<file path="config.mk">
export PLATFORM = sky130hd
export DESIGN_NAME = updown_counter_gen2
export DESIGN_NICKNAME = d
export VERILOG_FILES = /design/src/rtl/updown_counter_gen2.sv
export SDC_FILE = /design/constraint.sdc
export NUM_CORES = 1
export LEC_CHECK = 0
export CAP_MARGIN = 20
export CORE_AREA = 2 2 58 60
export CTS_BUF_LIST = sky130_fd_sc_hd__clkbuf_4 sky130_fd_sc_hd__clkbuf_8 sky130_fd_sc_hd__clkbuf_16
export CTS_CLUSTER_SIZE = 25
export DETAILED_ROUTE_END_ITERATION = 16
export DIE_AREA = 0 0 60 62
export PLACE_DENSITY = 0.76
export SLEW_MARGIN = 20
export SYNTH_ARGS = -nofsm -noshare
export SYNTH_HDL_FRONTEND = slang
export SYNTH_SLANG_ARGS = --single-unit
</file>
<file path="constraint.sdc">
create_clock -name clk -period 1.9 [get_ports clk]
set_input_delay 0.19 -clock clk [delete_from_list [all_inputs] [get_ports clk]]
set_output_delay 0.19 -clock clk [all_outputs]
set_load 0.01 [all_outputs]
</file>
<file path="src/rtl/updown_counter_gen2.sv">
// updown_counter_gen2: parametrised up/down counter with run-time limit, wrap/saturate, load, prescaler and terminal-count pulse
module updown_counter_gen2 #(
    parameter int WIDTH = 8,
    parameter int PRE_W = 4
) (
    input  logic             clk,
    input  logic             rst_n,
    input  logic             en,
    input  logic             ud,
    input  logic             sat,
    input  logic             ld,
    input  logic [WIDTH-1:0] din,
    input  logic [WIDTH-1:0] lim,
    input  logic [PRE_W-1:0] div,
    output logic [WIDTH-1:0] cnt,
    output logic             tc
);
    localparam logic [WIDTH-1:0] ONE = WIDTH'(1);
    localparam logic [PRE_W-1:0] PONE = PRE_W'(1);
    logic [PRE_W-1:0] pcnt, pcnt_nxt;
    logic [WIDTH-1:0] cnt_nxt;
    logic             step, at_edge, tc_nxt;
    assign step    = en && (pcnt >= div);
    assign at_edge = ud ? (cnt >= lim) : (cnt == '0);
    // next-state: load wins, then prescaled step with boundary handling, else hold
    always_comb begin
        pcnt_nxt = ld ? '0 : !en ? pcnt : step ? '0 : pcnt + PONE;
        cnt_nxt  = ld ? din : !step ? cnt :
                   at_edge ? (ud == sat ? lim : '0) :
                   ud ? cnt + ONE : cnt - ONE;
        tc_nxt   = !ld && step && at_edge;
    end
    // state registers with asynchronous active-low reset
    always_ff @(posedge clk or negedge rst_n) begin
        if (!rst_n) begin
            pcnt <= '0;
            cnt  <= '0;
            tc   <= 1'b0;
        end else begin
            pcnt <= pcnt_nxt;
            cnt  <= cnt_nxt;
            tc   <= tc_nxt;
        end
    end
endmodule

</file>
==> flow_summary_export.csv, run 1 <==
group,metric,value,unit
placed_design,gp_congestion,0.931,
sta,finClkSkew,12.9,ps
setup_path,cp-startpoint,"cnt[2]",
finish,layout.nets,273,
sta,setup_violations,8,
finish,diodes,0,
job,maxCapViolCount,0,
clock_network,cts_hold_buf,0,
setup_path,crit_path_max_fanout,7,
route,initialDrtViolationCount,43,
synth,ys_types,41,
route,drc,0,
power_and_ir_drop,p_per_area,544,nW/µm²
synth,yosysSeqAreaShare,0.249,
power_and_ir_drop,p_leak,0.985,nW
outcome,outcome,"complete, but fails checks",
route,vias,1480,
die,rows,21,
synth,ys_top_cells_by_count,"19 x ha_1, 16 x inv_1, 16 x nand2_1",
die,die_w,60,µm
setup_path,r2r_end,"cnt[0]",
power_and_ir_drop,total_power,1.19,mW
route,drt-pass1-iter-count,4,
route,post_drt_wl_per_cell,15.4,µm
finish,fillers,246,
sta,finalCritPeriodShare,1.06,
sta,max_freq,495,MHz
clock_network,cts_max_path_buffers,2,
synth,yosys_warnings,0,
finish,area.growth.synth_to_final,67.1,%
sta,slew_headroom,0.594,
setup_path,cp-end-kind,"flip-flop",
setup_path,cp-endpoint,"cnt[0]",
global_routing,globalRouteOverflowTotal,0,
synth,async_flop_share,1.00,
route,vias_per_cell,5.44,
clock_network,cts_tree,"done",
die,io_pins,35,
synth,synthCells,154,
clock_network,numCtsBuffers,3,
synth,netlist.top_cell.by_area,"dfrtp_1",
placed_design,post-place-ws,-634,ps
sta,hold_violations,0,
global_routing,grt_max_degree,21,
placed_design,io_buffers,34,
outcome,violations,"setup timing",
global_routing,grt_usage,0.230,
global_routing,antenna_found_initial,0,
setup_path,regToRegSetupSlack,-120,ps
placed_design,hpwl,3.13,mm
setup_path,cp.arrival,2210,ps
clock_network,htreeDepth,1,
synth,synth.most_common_cell,"ha_1",
global_routing,grt_pass1_vias,1415,
power_and_ir_drop,vdd_ir_drop_max,0.000312,V
route,wl,4.20,mm
die,dieArea,3720,µm²
die,core_area,3180,µm²
synth,synth.net_count,200,
finish,drive_gt1_frac,0.327,
route,postRouteAntennaNets,0,
sta,fin_worst_hold_slack,275,ps
sta,fin_ws,-120,ps
die,initial_utilization,0.411,
synth,syn-mean-instance-area,8.49,µm²
synth,synth_top_area_share,0.249,
clock_network,insertion_delay,290,ps
setup_path,ff2ff_path_depth,7,
setup_path,worst_setup_path_start_kind,"flip-flop",
setup_path,reg2reg_from,"cnt[2]",
synth,synth_seq_cells,13,
synth,yosys-top-cells-area,"dfrtp_1 25%, ha_1 18%, inv_1 4.6%, nand2_1 4.6%, a21oi_1 3.4%",
synth,synth_flop_cell,"dfrtp_1",
sta,period_needed,2020,ps
clock_network,clk_pin_slew_worst_paths,90,ps
synth,syn_area,1310,µm²
sta,report.final.slew_viol_count,0,
clock_network,root_buffer,"clkbuf_4",
sta,grt_setup_unrepaired,"true",
setup_path,crit_type,"reg -> reg",
setup_path,worstPathRequired,2090,ps
synth,synth-edff-count,0,
global_routing,grt_pass1_wl,6.33,mm
clock_network,cts.sinks,13,
worst_hold_path,hold_class,"in -> async",
die,die_h,62,µm
sta,tightest_slew,607,ps
==> worst min path at each step <==
stage | start | endpoint | slack (ps) | cells past startpoint
after floorplan | rst_n | cnt[0] | -110 | 0
after global placement | pcnt[1] | pcnt[1] | 570 | 2
after detailed placement | pcnt[1] | pcnt[1] | 600 | 2
after CTS | rst_n | tc | 290 | 1
after global routing | rst_n | tc | 330 | 1
final | rst_n | pcnt[0] | 270 | 1
==> cell type report <==
| cell class | instances | area [µm²] | area share |
|---|---|---|---|
| clock buffer | 4 | 30.0 | 0.0137 |
| inverter | 16 | 62.6 | 0.0286 |
| multi-input combinational | 121 | 1080 | 0.494 |
| sequential | 13 | 329 | 0.151 |
| tap | 46 | 57.6 | 0.0263 |
| timing repair buffer | 72 | 627 | 0.287 |
==> worst max-delay path, cell delays in order, from the launching register on <==
cell and delay, ps:
dfrtp_2 460, ha_4 250, a21o_1 170, a31oi_4 180, o21ai_4 80, or2_4 270, or3_1 350, a32oi_1 170
==> report_power, final <==
group          total (mW)  internal, mW  switching, mW
Clock               0.190        0.0959         0.0945
Sequential          0.332         0.300         0.0321
Combinational       0.666         0.362          0.304
Total                1.19         0.758          0.431
==> layout by cell type, fill, tap and decap left out, drive strengths merged, types with 2 or more instances in the layout <==
master         count
o21ai              6
a21boi             2
nor4               3
a21oi             10
inv               16
ha                19
nand3              3
clkbuf             4
nand2b             2
nor3               8
xnor2              4
and2               2
a31oi              7
dfrtp             13
nand2             16
xor2               4
buf               38
o21a               3
o221ai             5
a21o               3
nand4              2
clkdlybuf4s50     32
dlygate4sd2        2
nor2               8
and3               3
==> per-layer routing <==
metal / vias to the layer above / routed length, µm / part of all wire / global-route usage
li1: 704 / - / - / -
met1: 702 / 1630 / 0.39 / 0.276
met2: 60 / 2250 / 0.54 / 0.416
met3: 14 / 209 / 0.050 / 0.0497
met4: 0 / 110 / 0.026 / 0.0603
met5: - / 0 / 0 / 0
==> logic make-up after synthesis <==
group	share of synthesized area
compound gates	0.228
simple gates	0.210
fa+ha+maj	0.197
buf+inv	0.0632
xor+xnor	0.0536
flops	0.249
==> repair_timing <==
action	in CTS	in global routing
gates cloned	0	0
gates resized for setup	16	9
pin swaps	11	2
setup buffers	2	1
setup endpoints to repair	8	8
==> state kept, by name, summed over array words and instances (netlist names) <==
name,flops
tc,1
cnt,8
pcnt,4
==> through the flow <==
step | util | instance area, µm² | TNS, ps | cells
after floorplan | - | 1350 | -311 | 154
final | 0.687 | 2180 | -669 | 272
after detailed placement | 0.627 | 1990 | -4180 | 266
after CTS | 0.660 | 2100 | -665 | 271
after global routing | 0.687 | 2180 | -1300 | 272
after global placement | 0.627 | 1990 | -3540 | 266
Power figures use the tool's default switching activity.
==> inputs of run 2 (changes only) <==
--- a/config.mk
+++ b/config.mk
@@ -17,2 +17,3 @@
 export SYNTH_HDL_FRONTEND = slang
 export SYNTH_SLANG_ARGS = --single-unit
+export TNS_END_PERCENT = 30
==> constraint.sdc (replaced) <==
create_clock -name clk -period 1.9 [get_ports clk]
set_input_delay 0.19 -clock clk [delete_from_list [all_inputs] [get_ports clk]]
set_output_delay 0.19 -clock clk [all_outputs]
set_load 0.1 [all_outputs]
==> run 2 against run 1 <==
Compared with the run above:
- the run still ends with setup timing left
- largest power group unchanged
- hold slack improved by 7.5 ps
- maximum frequency fell by 4.4%
- clock skew fell by 8.6 ps
- register-to-register slack got worse by 80 ps
==> flow_summary_export.csv, run 2 (synthesis gave the netlist of run 1 again) <==
group,metric,value,unit
power_and_ir_drop,total_power,1.28,mW
clock_network,cts_tree,"done",
global_routing,grt_max_degree,21,
die,die_h,62,µm
power_and_ir_drop,vdd_ir_drop_max,0.000445,V
placed_design,post-place-cells,262,
placed_design,gp_congestion,0.869,
setup_path,r2r_end,"cnt[0]",
placed_design,hpwl,3.14,mm
global_routing,grt_usage,0.231,
finish,mostFrequentLayoutCell,"buf_4",
setup_path,regToRegSetupSlack,-200,ps
finish,diodes,0,
finish,layout.cells.non_filler,271,
setup_path,cp-end-kind,"flip-flop",
setup_path,worst_setup_path_start_kind,"primary input",
sta,fin_worst_hold_slack,282,ps
clock_network,cts.sinks,13,
finish,stdcell_area,2160,µm²
clock_network,htreeDepth,1,
outcome,violations,"setup timing",
die,initial_utilization,0.411,
clock_network,cts_max_path_buffers,2,
outcome,outcome,"complete, but fails checks",
worst_hold_path,hold_class,"in -> async",
die,io_pins,35,
finish,layout_common_cells,"45 x buf_4, 24 x clkdlybuf4s50_1, 16 x nand2_1",
sta,grt_setup_unrepaired,"true",
setup_path,worstPathRequired,2090,ps
clock_network,insertion_delay,280,ps
power_and_ir_drop,p_per_area,595,nW/µm²
finish,largest_reg_flops,8,
global_routing,grt_pass1_vias,1442,
global_routing,antenna_found_initial,0,
finish,fillers,259,
finish,drive_gt1_frac,0.373,
job,maxCapViolCount,0,
sta,setup_violations,9,
finish,layout.nets,272,
route,drc,0,
route,vias,1434,
route,post_drt_wl_per_cell,15.3,µm
clock_network,root_buffer,"clkbuf_4",
sta,fin_ws,-213,ps
sta,tightest_slew,737,ps
die,die_w,60,µm
die,rows,21,
die,dieArea,3720,µm²
power_and_ir_drop,p_leak,0.967,nW
die,core_area,3180,µm²
sta,finalCritPeriodShare,1.11,
placed_design,post-place-ws,-677,ps
route,vias_per_cell,5.29,
clock_network,clk_pin_slew_worst_paths,80,ps
sta,slew_headroom,0.505,
sta,report.final.slew_viol_count,0,
finish,area.growth.synth_to_final,65.0,%
global_routing,globalRouteOverflowTotal,0,
setup_path,reg2reg_from,"cnt[6]",
sta,period_needed,2110,ps
setup_path,crit_path_max_fanout,6,
route,initialDrtViolationCount,66,
placed_design,placed_cell_area,2010,µm²
setup_path,crit_type,"in -> reg",
sta,max_freq,473,MHz
clock_network,cts_hold_buf,0,
finish,largest_register,"cnt",
sta,hold_violations,0,
global_routing,grt_pass1_wl,6.38,mm
route,wl,4.14,mm
setup_path,ff2ff_path_depth,7,
setup_path,cp.arrival,2310,ps
route,postRouteAntennaNets,0,
finish,top_regs,"cnt: 8 flops, pcnt: 4 flops, tc: 1 flops",
sta,finClkSkew,4.28,ps
placed_design,io_buffers,34,
route,drt-pass1-iter-count,4,
clock_network,numCtsBuffers,3,
[run 2: cell types whose count changed in the layout (fill, tap and decap cells not counted), sizes merged]
cell and delta:
buf +7, clkdlybuf4s50 -8, clkinvlp +1, dlygate4sd2 -1, inv -1, or2 +1
[run 2: timing repair]
item                                    in CTS  in global routing
buffers inserted                             3                  1
pin swaps                                   11                  1
endpoints found under the setup margin       9                  9
gates resized for setup                     10                  6
cloned                                       1                  0
[run 2: area by class of cell]
class                           count  area [µm²]  share of cell area
Clock buffer                        4        30.0              0.0139
Tap cell                           46        57.6              0.0267
Inverter                           16        63.8              0.0296
Sequential cell                    13         355               0.165
Timing Repair Buffer               70         587               0.272
Multi-Input combinational cell    122        1060               0.493
[run 2: worst max-delay path, stage by stage]
cell and delay, ps:
clkdlybuf4s50_1 490, inv_1 80, ha_4 240, a21o_1 170
a21oi_1 220, a21oi_2 110, or2_4 290, or3_1 310
a32oi_1 190
[run 2: where the power goes]
group | leakage [nW] | switching [mW] | internal [mW] | total [mW]
clock network | 0.0184 | 0.0941 | 0.0958 | 0.190
logic | 0.792 | 0.417 | 0.334 | 0.751
registers | 0.156 | 0.0323 | 0.310 | 0.343
total | 0.967 | 0.543 | 0.740 | 1.28
[run 2: worst max path at each step]
stage | from | end | depth (start not counted)
6_report | lim[6] | cnt[0] | 9
5_1_grt | lim[6] | cnt[4] | 10
4_1_cts | cnt[2] | cnt[6] | 7
3_5_place_dp | ud | cnt[7] | 9
3_3_place_gp | ud | cnt[7] | 9
2_1_floorplan | cnt[2] | cnt[7] | 8
[run 2: per-stage QoR]
step	setup TNS [ps]	utilization
floorplan	-1990	-
global placement	-3580	0.632
detailed placement	-4100	0.632
CTS	-922	0.669
global route	-1710	0.678
finish	-1280	0.678
[run 2: metal layers]
layer | global-route usage | share of wire | vias up
met5 | 0 | 0 | -
met4 | 0.0540 | 0.0046 | 0
met3 | 0.0414 | 0.048 | 2
met2 | 0.424 | 0.53 | 44
met1 | 0.282 | 0.42 | 684
li1 | - | - | 704
==> inputs of run 3 (changes only) <==
Settings changed: CTS_CLUSTER_DIAMETER set to 60.
==> results of run 3 <==
No change in the layout: final DEF, timing and power equal those of run 2.
